File: src/rtl/mm_seq_pkg.sv
// Shared types and width helpers for the matmul sequencer.
// Optional build macro: MM_SEQ_PSUM_EN enables partial-sum reads.
package mm_seq_pkg;

  typedef enum logic [2:0] {
    S_IDLE,
    S_LOAD_W,
    S_STREAM,
    S_DRAIN,
    S_DONE
  } state_e;

  function automatic int addr_w(input int depth);
    return (depth > 1) ? $clog2(depth) : 1;
  endfunction

  function automatic int cnt_w(input int depth);
    return $clog2(depth) + 1;
  endfunction

endpackage

File: src/rtl/mm_valid_pipe.sv
// Fixed-latency valid delay line matching the systolic array depth.
// empty_o looks one cycle ahead: it is high when the line drains next edge.
module mm_valid_pipe #(
  parameter int SA_LAT = 8
) (
  input  logic clk_i,
  input  logic rstn_i,
  input  logic valid_i,
  output logic valid_o,
  output logic empty_o
);

  logic [SA_LAT-1:0] line_q;
  logic [SA_LAT-1:0] line_d;

  generate
    if (SA_LAT == 1) begin : g_one
      assign line_d = valid_i;
    end else begin : g_many
      assign line_d = {line_q[SA_LAT-2:0], valid_i};
    end
  endgenerate

  assign valid_o = line_q[SA_LAT-1];
  assign empty_o = ~|line_d;

  // shift beat tags toward the writeback end
  always_ff @(posedge clk_i or negedge rstn_i) begin
    if (!rstn_i) line_q <= '0;
    else         line_q <= line_d;
  end

endmodule

File: src/rtl/mm_sequencer.sv
// Matmul control sequencer: weight load, input stream, writeback.
// Define MM_SEQ_PSUM_EN to stream partial sums from the PS buffer.
module mm_sequencer
  import mm_seq_pkg::*;
#(
  parameter int WIDTH  = 8,
  parameter int ROW    = 4,
  parameter int COL    = 4,
  parameter int W_SIZE = 256,
  parameter int I_SIZE = 256,
  parameter int O_SIZE = 256,
  parameter int SA_LAT = ROW + COL
) (
  input  logic                        clk_i,
  input  logic                        rstn_i,
  input  logic                        start_i,
  input  logic [addr_w(W_SIZE)-1:0]   w_base_i,
  input  logic [addr_w(I_SIZE)-1:0]   i_base_i,
  input  logic [addr_w(W_SIZE)-1:0]   p_base_i,
  input  logic [addr_w(O_SIZE)-1:0]   o_base_i,
  input  logic [cnt_w(I_SIZE)-1:0]    len_i,
  output logic                        wb_mem_cenb_o,
  output logic                        wb_mem_wenb_o,
  output logic [addr_w(W_SIZE)-1:0]   wb_mem_addr_o,
  input  logic [COL*WIDTH-1:0]        wb_mem_data_i,
  output logic                        ib_mem_cenb_o,
  output logic                        ib_mem_wenb_o,
  output logic [addr_w(I_SIZE)-1:0]   ib_mem_addr_o,
  input  logic [ROW*WIDTH-1:0]        ib_mem_data_i,
  output logic                        ps_mem_cenb_o,
  output logic                        ps_mem_wenb_o,
  output logic [addr_w(W_SIZE)-1:0]   ps_mem_addr_o,
  input  logic [COL*WIDTH-1:0]        ps_mem_data_i,
  output logic                        ob_mem_cenb_o,
  output logic                        ob_mem_wenb_o,
  output logic [addr_w(O_SIZE)-1:0]   ob_mem_addr_o,
  output logic [COL*WIDTH-1:0]        ob_mem_data_o,
  output logic                        sa_weight_en_o,
  output logic [COL*WIDTH-1:0]        sa_weight_o,
  output logic                        sa_valid_o,
  output logic [ROW*WIDTH-1:0]        sa_input_o,
  output logic [COL*WIDTH-1:0]        sa_psum_o,
  input  logic [COL*WIDTH-1:0]        sa_result_i,
  output logic                        busy_o,
  output logic                        done_o
);

  localparam int WA = addr_w(W_SIZE);
  localparam int IA = addr_w(I_SIZE);
  localparam int OA = addr_w(O_SIZE);
  localparam int CW = cnt_w(I_SIZE);

  state_e          state_q, state_d;
  logic            start_q, start_d;
  logic            done_q, done_d;
  logic            busy_q, busy_d;
  logic [WA-1:0]   w_base_q, w_base_d;
  logic [IA-1:0]   i_base_q, i_base_d;
  logic [OA-1:0]   o_base_q, o_base_d;
  logic [CW-1:0]   len_q, len_d;
  logic [CW-1:0]   cnt_q, cnt_d;
  logic [CW-1:0]   wcnt_q, wcnt_d;
  logic            wb_cenb_q, wb_cenb_d;
  logic [WA-1:0]   wb_addr_q, wb_addr_d;
  logic            ib_cenb_q, ib_cenb_d;
  logic [IA-1:0]   ib_addr_q, ib_addr_d;
  logic            wen_q, wen_d;
  logic            val_q, val_d;
  logic [OA-1:0]   ob_addr_q, ob_addr_d;
`ifdef MM_SEQ_PSUM_EN
  logic [WA-1:0]   p_base_q, p_base_d;
  logic            ps_cenb_q, ps_cenb_d;
  logic [WA-1:0]   ps_addr_q, ps_addr_d;
`endif

  logic            wr;
  logic            pipe_empty;
  logic            start_edge;
  logic [CW-1:0]   len_sat;
  logic [OA-1:0]   ob_now;

  mm_valid_pipe #(.SA_LAT(SA_LAT)) u_pipe (
    .clk_i   (clk_i),
    .rstn_i  (rstn_i),
    .valid_i (val_q),
    .valid_o (wr),
    .empty_o (pipe_empty)
  );

  assign start_edge = start_i & ~start_q;
  assign len_sat    = (len_i > CW'(I_SIZE)) ? CW'(I_SIZE) : len_i;
  assign ob_now     = o_base_q + OA'(wcnt_q);

  // next-state and next-output computation for the run sequencer
  always_comb begin
    state_d   = state_q;
    start_d   = start_i;
    w_base_d  = w_base_q;
    i_base_d  = i_base_q;
    o_base_d  = o_base_q;
    len_d     = len_q;
    cnt_d     = cnt_q;
    wcnt_d    = wcnt_q + CW'(wr);
    wb_cenb_d = 1'b1;
    wb_addr_d = wb_addr_q;
    ib_cenb_d = 1'b1;
    ib_addr_d = ib_addr_q;
    wen_d     = ~wb_cenb_q;
    val_d     = ~ib_cenb_q;
    ob_addr_d = wr ? ob_now : ob_addr_q;
`ifdef MM_SEQ_PSUM_EN
    p_base_d  = p_base_q;
    ps_cenb_d = 1'b1;
    ps_addr_d = ps_addr_q;
`endif
    unique case (state_q)
      S_IDLE, S_DONE: begin
        if (start_edge) begin
          w_base_d = w_base_i;
          i_base_d = i_base_i;
          o_base_d = o_base_i;
          len_d    = len_sat;
          cnt_d    = '0;
          wcnt_d   = '0;
`ifdef MM_SEQ_PSUM_EN
          p_base_d = p_base_i;
`endif
          state_d  = (len_sat == '0) ? S_DONE : S_LOAD_W;
        end
      end
      S_LOAD_W: begin
        wb_cenb_d = 1'b0;
        wb_addr_d = w_base_q + WA'(cnt_q);
        if (cnt_q == CW'(ROW - 1)) begin
          cnt_d   = '0;
          state_d = S_STREAM;
        end else begin
          cnt_d   = cnt_q + 1'b1;
        end
      end
      S_STREAM: begin
        ib_cenb_d = 1'b0;
        ib_addr_d = i_base_q + IA'(cnt_q);
`ifdef MM_SEQ_PSUM_EN
        ps_cenb_d = 1'b0;
        ps_addr_d = p_base_q + WA'(cnt_q);
`endif
        if (cnt_q == len_q - 1'b1) begin
          cnt_d   = '0;
          state_d = S_DRAIN;
        end else begin
          cnt_d   = cnt_q + 1'b1;
        end
      end
      S_DRAIN: begin
        if (pipe_empty && (wcnt_d == len_q)) state_d = S_DONE;
      end
      default: state_d = S_IDLE;
    endcase
    done_d = (state_d == S_IDLE) || (state_d == S_DONE);
    busy_d = ~done_d;
  end

  // single register bank for FSM state and registered controls
  always_ff @(posedge clk_i or negedge rstn_i) begin
    if (!rstn_i) begin
      state_q   <= S_IDLE;
      start_q   <= 1'b0;
      done_q    <= 1'b1;
      busy_q    <= 1'b0;
      w_base_q  <= '0;
      i_base_q  <= '0;
      o_base_q  <= '0;
      len_q     <= '0;
      cnt_q     <= '0;
      wcnt_q    <= '0;
      wb_cenb_q <= 1'b1;
      wb_addr_q <= '0;
      ib_cenb_q <= 1'b1;
      ib_addr_q <= '0;
      wen_q     <= 1'b0;
      val_q     <= 1'b0;
      ob_addr_q <= '0;
`ifdef MM_SEQ_PSUM_EN
      p_base_q  <= '0;
      ps_cenb_q <= 1'b1;
      ps_addr_q <= '0;
`endif
    end else begin
      state_q   <= state_d;
      start_q   <= start_d;
      done_q    <= done_d;
      busy_q    <= busy_d;
      w_base_q  <= w_base_d;
      i_base_q  <= i_base_d;
      o_base_q  <= o_base_d;
      len_q     <= len_d;
      cnt_q     <= cnt_d;
      wcnt_q    <= wcnt_d;
      wb_cenb_q <= wb_cenb_d;
      wb_addr_q <= wb_addr_d;
      ib_cenb_q <= ib_cenb_d;
      ib_addr_q <= ib_addr_d;
      wen_q     <= wen_d;
      val_q     <= val_d;
      ob_addr_q <= ob_addr_d;
`ifdef MM_SEQ_PSUM_EN
      p_base_q  <= p_base_d;
      ps_cenb_q <= ps_cenb_d;
      ps_addr_q <= ps_addr_d;
`endif
    end
  end

  assign busy_o         = busy_q;
  assign done_o         = done_q;
  assign wb_mem_cenb_o  = wb_cenb_q;
  assign wb_mem_wenb_o  = 1'b1;
  assign wb_mem_addr_o  = wb_addr_q;
  assign ib_mem_cenb_o  = ib_cenb_q;
  assign ib_mem_wenb_o  = 1'b1;
  assign ib_mem_addr_o  = ib_addr_q;
  assign ps_mem_wenb_o  = 1'b1;
  assign sa_weight_en_o = wen_q;
  assign sa_weight_o    = wen_q ? wb_mem_data_i : '0;
  assign sa_valid_o     = val_q;
  assign sa_input_o     = val_q ? ib_mem_data_i : '0;
  assign ob_mem_cenb_o  = ~wr;
  assign ob_mem_wenb_o  = ~wr;
  assign ob_mem_addr_o  = wr ? ob_now : ob_addr_q;
  assign ob_mem_data_o  = wr ? sa_result_i : '0;

`ifdef MM_SEQ_PSUM_EN
  assign ps_mem_cenb_o  = ps_cenb_q;
  assign ps_mem_addr_o  = ps_addr_q;
  assign sa_psum_o      = val_q ? ps_mem_data_i : '0;
`else
  logic unused_ps;
  assign unused_ps      = ^{p_base_i, ps_mem_data_i};
  assign ps_mem_cenb_o  = 1'b1;
  assign ps_mem_addr_o  = '0;
  assign sa_psum_o      = '0;
`endif

endmodule

File: config.mk
export PLATFORM = sky130hd
export DESIGN_NAME = mm_sequencer
export DESIGN_NICKNAME = d
export VERILOG_FILES = /design/src/rtl/mm_seq_pkg.sv /design/src/rtl/mm_valid_pipe.sv /design/src/rtl/mm_sequencer.sv
export SDC_FILE = /design/constraint.sdc
export NUM_CORES = 1
export LEC_CHECK = 0
export ABC_CLOCK_PERIOD_IN_PS = 5500
export BUFFER_PORTS_ARGS = -buffer_cell sky130_fd_sc_hd__buf_4
export CORE_AREA = 4 4 136 138
export CTS_CLUSTER_DIAMETER = 60
export DETAILED_ROUTE_END_ITERATION = 16
export DIE_AREA = 0 0 140 142
export PLACE_DENSITY_LB_ADDON = 0.12
export SETUP_SLACK_MARGIN = 0.02
export SLEW_MARGIN = 20
export SYNTH_ARGS = -nofsm -noshare
export SYNTH_HDL_FRONTEND = slang
export SYNTH_SLANG_ARGS = --single-unit
File: constraint.sdc
create_clock -name clk_i -period 5.5 [get_ports clk_i]
set_input_delay 0 -clock clk_i [delete_from_list [all_inputs] [get_ports clk_i]]
set_output_delay 0 -clock clk_i [all_outputs]
set_load 0.03 [all_outputs]
# After elaboration in Yosys (flattened, before gate mapping)
# Cells that the tools add are included.
# Widths: inputs -> output; s select.
# word_totals
regBits	93
input_bits	172
wordCells	70
# op_classes
add_sub_neg	6
n_lt_le_gt_ge	1
eq_ne	9
muxes	19
n_bitwise	6
reduce_logical	11
# op_table
cell	n
$mux 32	3
$mux 9	6
$pmux 9 s3	1
$add 8x8->8	3
$eq 9x9->1	2
$mux 3	5
$pmux 3 s4	1
$add 9x1->9	1
$add 9x1->9 const B	1
$eq 9x2->1 const B	1
$gt 9x9->1 const B	1
$logic_not 9->1	1
$sub 9x1->9 const B	1
$mux 8	1
$reduce_or 8->1	1
$eq 3x2->1 const B	2
$eq 3x3->1 const B	2
$logic_not 3->1	2
$not 1->1	5
$reduce_and 2->1	2
$eq 3x1->1 const B	1
$reduce_bool 3->1	1
$mux 1	2
$ne 2x2->1 const B	1
5 further kinds	5

# Logic depth before layout (Yosys ltp)
# Gate-level depths: netlist of run 1.
# depth
depth_word	9
depth_mapped	10

# Modules after synthesis
# From an unflattened synthesis of run 1, not the netlist that was laid out.
# hier_totals
cells_unflattened	688
hier_area_um2	6053.3
# by_module_without_submodules
module	n_inst	cells_per_inst	area_each_um2
mm_sequencer	1	677	5834.3
mm_valid_pipe	1	11	219.0

# Least setup slack after synthesis of run 1
# OpenSTA, ideal clock, no wires.
# synth_path
path_kind	register to register
startpoint	register wcnt_q[1]
endpoint	register ob_addr_q[7]
setup_ns	0.186
arrival_time_ns	2.204
slack_ns	3.110
stages_incl_launch_ff	9
path_cell_list	dfrtp_1 ha_1 a21o_1 a21oi_1 nor2b_1 o21a_1 o41ai_1 xnor2_1 a21oi_1
# synth_via
elab_chain_len	2
# synth_rtl
element	line	source
start: declaration	mm_sequencer.sv:62	logic [CW-1:0] wcnt_q, wcnt_d;
start signal: assignment	mm_sequencer.sv:199	wcnt_q <= wcnt_d;
$add 8x8->8	mm_sequencer.sv:92	assign ob_now = o_base_q + OA'(wcnt_q);
$mux 8	n/a	
named net ob_mem_addr_o[7]	mm_sequencer.sv:36	output logic [addr_w(O_SIZE)-1:0] ob_mem_addr_o,
end signal: assignment	mm_sequencer.sv:206	ob_addr_q <= ob_addr_d;
end: declaration	mm_sequencer.sv:69	logic [OA-1:0] ob_addr_q, ob_addr_d;
# The timed path passes the listed nets, and every way through them passes these cells.
# A chain may end at the register's enable or synchronous reset.

# Worst setup path in the final report of run 1
# layout_path
startpoint	register u_pipe.line_q[7]
endpoint	register state_q[1]
# layout_via
elab_chain_len	5
# layout_rtl
element	line	source
start: declaration	mm_valid_pipe.sv:13	logic [SA_LAT-1:0] line_q;
start signal: assignment	mm_valid_pipe.sv:30	else line_q <= line_d;
$add 9x1->9	mm_sequencer.sv:103	wcnt_d = wcnt_q + CW'(wr);
$eq 9x9->1	mm_sequencer.sv:156	if (pipe_empty && (wcnt_d == len_q)) state_d = S_DONE;
$logic_and 1x1->1	mm_sequencer.sv:156	
$mux 3	mm_sequencer.sv:156	
$pmux 3 s4	mm_sequencer.sv:116	unique case (state_q)
named net state_d[1]	mm_sequencer.sv:53	state_e state_q, state_d;
end signal: assignment	mm_sequencer.sv:190	state_q <= state_d;
end: declaration	mm_sequencer.sv:53	
# The timed path passes the listed nets, and every way through them passes these cells.

==> metrics, run 1 <==
PortBufs=259; Fin. Hold Viols=0; FF+latch count, synth=93; HPWL Detailed=15050 um; Ports=344; utilization after layout=0.5076; min Tclk post-route=2.740 ns; final slew viol count=0; Slew @ Worst Pin=0.8390 ns; crit path launch type=flip-flop; final net count=1168; via count=5393; initial antenna violation count=0; CTS H-tree depth=3; initial drt markers=215; Initial Util=0.3480; Seq/Total Area, Yosys=0.3899; root buf cell=clkbuf_16; Setup Crit Path Kind=flip-flop to flip-flop; CTS tree=built; outcome=complete, no violations; largest net degree at the start of global routing=65; total negative slack=0 ns; Req. time, crit path=5.71 ns; RSZ-0062 raised after global routing=false; Synth Warn #=0; PwrDens=437.0 nW/um^2; Setup violations, final=0; FP Rows=48; core footprint=17180 um^2; # diodes=0; Mapped Cells=684; DR WL/cell=15.93 um; Mean Syn Cell Area=8.740 um^2; Top Registers=cnt_q: 9 flops, len_q: 9 flops, wcnt_q: 9 flops; Tot GR Track Use=0.1872; clock latency on the worst-skew pair=0.35 ns; Clock transition at path regs=0.07 ns; cts repair resizes=0; first-pass GRT wire length=29610 um; slowest stage delay, CP=0.61 ns; most common flop cell mapped by yosys=dfrtp_1; number of max-cap violations=0; library cells used by synthesis=60; total gr overflow=0; Synth Cell Area=5978 um^2; area delta synth->final=45.84%; Setup Buffers After CTS=0; die height=142 um; Reg2Reg Setup Slack=2.76 ns; Crit path arrival time=2.95 ns; CP endpoint kind=flip-flop; routed vias/inst=4.505; number of flops mapped to enable cells by yosys=0; peak supply drop=0.2031 mV; design area=8718 um^2; Post-Route WL=19070 um; clock buffer depth=2; Post-DRT Antenna Nets=0; Worst slew margin=0.4407; clk sinks=93; number of remaining DRC errors=0; die area=19880 um^2; area share of the largest cell type after synthesis=0.3767; fin crit share=0.4982; Pwr Total=3810 uW; Synth area leaders=dfrtp_1 38%, and2_1 10%, nand2_1 7.1%; asr flop ratio synth=1.000; Die X=140 um; Worst Hold Class=input port to async pin; Placer Congestion=0.8454; f_max=0.3650 GHz; share of layout cells above drive strength 1=0.3128; Clock Skew=0.009623 ns; crit-path cells=buf_4, ha_1, nand3_1, nor2_1, a31oi_1, a211oi_1, o221ai_1, nor4_2, a311oi_1; post-synth top area cell=dfrtp_1; first-pass iteration count of the detailed router=4; Lkg Pwr=0.004338 uW; CTS buffer count=9; area post-placement=7939 um^2; CP Max Fanout=42; CP max-delay cell=nor4_2; vias in the first global route=5251
final timing paths:
| kind | from | endpoint | cells past startpoint |
|---|---|---|---|
| max in group asynchronous | rstn_i | ob_addr_q[1] | 3 |
| min in group clk_i | start_i | start_q | 2 |
| setup / recovery | u_pipe.line_q[7] | state_q[1] | 9 |
| setup reg to reg | u_pipe.line_q[7] | state_q[1] | 9 |
| hold / removal | rstn_i | wb_mem_addr_o[0] | 2 |
| hold reg to reg | u_pipe.line_q[2] | u_pipe.line_q[3] | 0 |
cell usage in the layout (no fill, tap or decap), types with 4 or more instances in the layout:
cell	n
conb_1	44
buf_4	263
nand3b_1	10
a21o_1	6
nand2b_1	7
a211oi_1	5
o21ai_0	35
a21oi_1	11
nor2b_1	7
ha_1	26
nor4_1	6
xor2_1	17
a31oi_1	4
nor3_1	6
dlygate4sd3_1	43
inv_1	20
o21ai_1	4
xnor2_1	26
nand4_1	5
clkbuf_16	9
and2_1	99
and3_1	4
mux2_2	7
nand2_1	113
nand3_1	14
dfrtp_1	90
nor2_1	41
cell families after synthesis:
group / after synthesis / synth area share
adder cells (fa/ha/maj): 29 / 0.06446
AND/OR/NAND/NOR: 328 / 0.2813
other: 2 / 0.001256
buffers and inverters: 96 / 0.09020
multiplexers: 7 / 0.01319
XOR/XNOR: 43 / 0.06300
AO/OA/AOI/OAI: 86 / 0.09669
flip-flops: 93 / 0.3899
stage by stage:
stage                     hold slack [ns]  worst slack, ns  instances
final                              0.1079            2.760       1197
after global routing               0.1482            2.430       1197
after CTS                          0.1225            2.650       1197
after detailed placement         -0.04718            2.659       1138
after floorplan                   -0.2956            3.110        726
after global placement           -0.04872            2.710       1138
report_power, final:
part / switching [uW] / internal (uW) / total [uW]
registers: 208 / 864 / 1070
logic: 1180 / 826 / 2010
clock network: 272 / 456 / 728
total: 1660 / 2150 / 3810
cells in the mapped netlist (4+ instances only):
master    number
and3_1         4
clkbuf_1      23
xnor2_1       26
buf_1          5
ha_1          26
nand2_1      113
nor2_1        41
inv_1         20
a211oi_1       5
nand3_1       14
nor2b_1        7
a31oi_1        4
nor4_1         6
mux2_2         7
o21ai_1        4
buf_4         45
nand3b_1      10
xor2_1        17
o21ai_0       35
a21oi_1       11
nor3_1         7
nand2b_1       7
a21o_1         6
nand4_1        5
and2_1        99
dfrtp_1       90
per-layer routing:
metal	vias to the layer above	global-route usage	wire length, um
met4	0	0.05099	272
met2	140	0.3155	9689
met3	15	0.03091	921
met1	2510	0.2515	8182
li1	2728	-	-
met5	-	0	0
critical path: cells and delay by family, from the launching register on:
kind / cells / cell delay, ns
buffers and inverters: 1 / 0.33
DFF: 1 / 0.37
adders and majority gates: 1 / 0.21
AOI/OAI and AO/OA: 4 / 0.67
and+or+nand+nor: 3 / 1.01
layout make-up:
type                    instances  area (um^2)
clock buffers                  10        239.0
multi-input cells             537         3277
repair buffers                306         2405
clock inverters                 6        110.1
fillers                      1644         8458
inverters                      20        75.07
flip-flops and latches         93         2331
well taps                     225        281.5
timing repair:
item | in CTS | in global routing
endpoints found under the setup margin | 0 | 0
hold buffers | 43 | 0
endpoints found under the hold margin | 63 | 0
No activity file was read; power rests on OpenSTA's default activity.
==> inputs of run 2 (changes only) <==
--- a/config.mk
+++ b/config.mk
@@ -5,7 +5,7 @@
 export SDC_FILE = /design/constraint.sdc
 export NUM_CORES = 1
 export LEC_CHECK = 0
-export ABC_CLOCK_PERIOD_IN_PS = 5500
+export ABC_CLOCK_PERIOD_IN_PS = 2400
 export BUFFER_PORTS_ARGS = -buffer_cell sky130_fd_sc_hd__buf_4
 export CORE_AREA = 4 4 136 138
 export CTS_CLUSTER_DIAMETER = 60
==> constraint.sdc (replaced) <==
create_clock -name clk_i -period 2.4 [get_ports clk_i]
set_input_delay 0 -clock clk_i [delete_from_list [all_inputs] [get_ports clk_i]]
set_output_delay 0 -clock clk_i [all_outputs]
set_load 0.03 [all_outputs]
==> run 2 against run 1 <==
  * Wire length shrank 0.99%
  * Register-to-register slack lost 2.7 ns
  * Clock power grew 120%
  * Flip-flop and latch count is the same
==> metrics, run 2 (synthesis results as in run 1) <==
outcome=complete, no violations; Setup Crit Path Kind=flip-flop to flip-flop; most common cell after layout, fill and taps aside=buf_4; root buf cell=clkbuf_16; Initial Util=0.3480 (unchanged); Req. time, crit path=2.67 ns (-3.04 ns); via count=5463 (+1.3%); routed vias/inst=4.467 (-0.86%); initial drt markers=186 (-13%); clock buffer depth=2 (unchanged); clock latency on the worst-skew pair=0.35 ns (about the same); Die X=140 um (unchanged); design area=9037 um^2 (+3.7%); CTS tree=built; peak supply drop=0.4363 mV (+110%); area delta synth->final=51.17%; most frequent cells in the layout=288 x buf_4, 112 x nand2_1, 99 x and2_1, 90 x dfrtp_1, 44 x conb_1; fin crit share=0.9939 (+0.4957); Sequential Area=2331 um^2 (unchanged); Tot GR Track Use=0.1796 (-0.007664); initial antenna violation count=0 (unchanged); Post-DRT Antenna Nets=0 (unchanged); first-pass iteration count of the detailed router=4 (unchanged); min Tclk post-route=2.385 ns (-0.3546 ns); FP Rows=48 (unchanged); die height=142 um (unchanged); PwrDens=993.5 nW/um^2 (+130%); share of layout cells above drive strength 1=0.3587 (+0.04596); core footprint=17180 um^2 (unchanged); crit path launch type=flip-flop; area post-placement=8089 um^2 (+1.9%); vias in the first global route=5373 (+2.3%); Pwr Total=8979 uW (+140%); RSZ-0062 raised after global routing=true; HPWL Detailed=14420 um (-4.2%); filler cell count=1667 (+1.4%); # diodes=0 (unchanged); DR WL/cell=15.44 um (-3.1%); Ports=344 (unchanged); clk sinks=93 (unchanged); Setup violations, final=0 (unchanged); Lkg Pwr=0.004494 uW (+3.6%); CTS buffer count=9 (unchanged); Slew @ Worst Pin=0.7460 ns (-0.09302 ns); f_max=0.4192 GHz (+15%); CP endpoint kind=flip-flop; PortBufs=259 (unchanged); final slew viol count=0 (unchanged); Crit path arrival time=2.65 ns (-0.30 ns); Placer Congestion=0.8069 (-4.6%); Worst slew margin=0.5027 (+0.06201); Fin Hold WS=0.1338 ns (+0.02597 ns); Post-Route WL=18880 um (-0.99%); Fin. Hold Viols=0 (unchanged); final net count=1194 (+2.2%); first-pass GRT wire length=28680 um (-3.2%); Top Registers=cnt_q: 9 flops, len_q: 9 flops, wcnt_q: 9 flops; CP Max Fanout=8 (-81%); Clock transition at path regs=0.07 ns (about the same); Clock Skew=0.009514 ns (-0.0001082 ns); Cell Count, Final, Fillers Out=1223 (+2.2%); die area=19880 um^2 (unchanged); multi-input logic area=3406 um^2 (+3.9%); largest net degree at the start of global routing=63 (-3.1%); Worst Hold Class=input port to async pin; number of max-cap violations=0 (unchanged); Post-Place Cells=1155 (+1.5%); CTS H-tree depth=3 (unchanged); total gr overflow=0 (unchanged); number of remaining DRC errors=0 (unchanged)
[run 2: worst max-delay path: stages (launching register included)]
cell     delay, ns
dfrtp_1       0.41
inv_2         0.09
ha_4          0.13
or3b_4        0.41
or3_1         0.33
a21oi_2       0.19
o31ai_4       0.12
a31oi_4       0.36
nor2_4        0.08
o31ai_2       0.17
[run 2: area by class of cell]
cell class / instances / share of cell area
tap: 225 / 0.03115
timing repair buffer: 332 / 0.2906
multi-input combinational: 537 / 0.3769
inverter: 20 / 0.008307
sequential: 93 / 0.2579
clock inverter: 5 / 0.009414
clock buffer: 11 / 0.02575
[run 2: stage by stage]
step	utilization	setup WS, ns	TNS [ns]
3_5_place_dp	0.4709	0.02730	0
3_3_place_gp	0.4709	0.06006	0
5_1_grt	0.5262	-0.1262	-0.6942
4_1_cts	0.5153	0.01393	0
2_1_floorplan	-	0.1039	0
6_report	0.5262	0.01465	0
[run 2: worst paths after layout]
| kind | from | to | slack [ns] | depth (start not counted) |
|---|---|---|---|---|
| worst max-delay path | len_q[0] | cnt_q[7] | 0.01 | 9 |
| worst min-delay path | rstn_i | w_base_q[0] | 0.13 | 2 |
| worst max register to register | len_q[0] | cnt_q[7] | 0.01 | 9 |
| worst min register to register | u_pipe.line_q[1] | u_pipe.line_q[2] | 0.38 | 0 |
| max in group asynchronous | rstn_i | done_o | 1.56 | 3 |
| min in group clk_i | start_i | start_q | 0.31 | 2 |
[run 2: report_power, final]
group          internal, uW  switching [uW]  total (uW)
clock                   921             655        1580
combinational          2120            2920        5040
sequential             1980             379        2360
[run 2: routing by layer]
layer,global-route usage,up-vias,share of wire
met5,0,-,0
met4,0.05558,0,0.019
met3,0.03763,19,0.051
met2,0.3138,143,0.51
met1,0.2241,2515,0.42
li1,-,2786,-
[run 2: timing repair]
item                                    4_1_cts  5_1_grt
endpoints found under the hold margin        65        0
endpoints found under the setup margin        3       17
setup buffers                                 3       10
pin swaps                                     2       24
gates cloned                                  0        0
hold buffers                                 39        0
gates resized for setup                      10       32
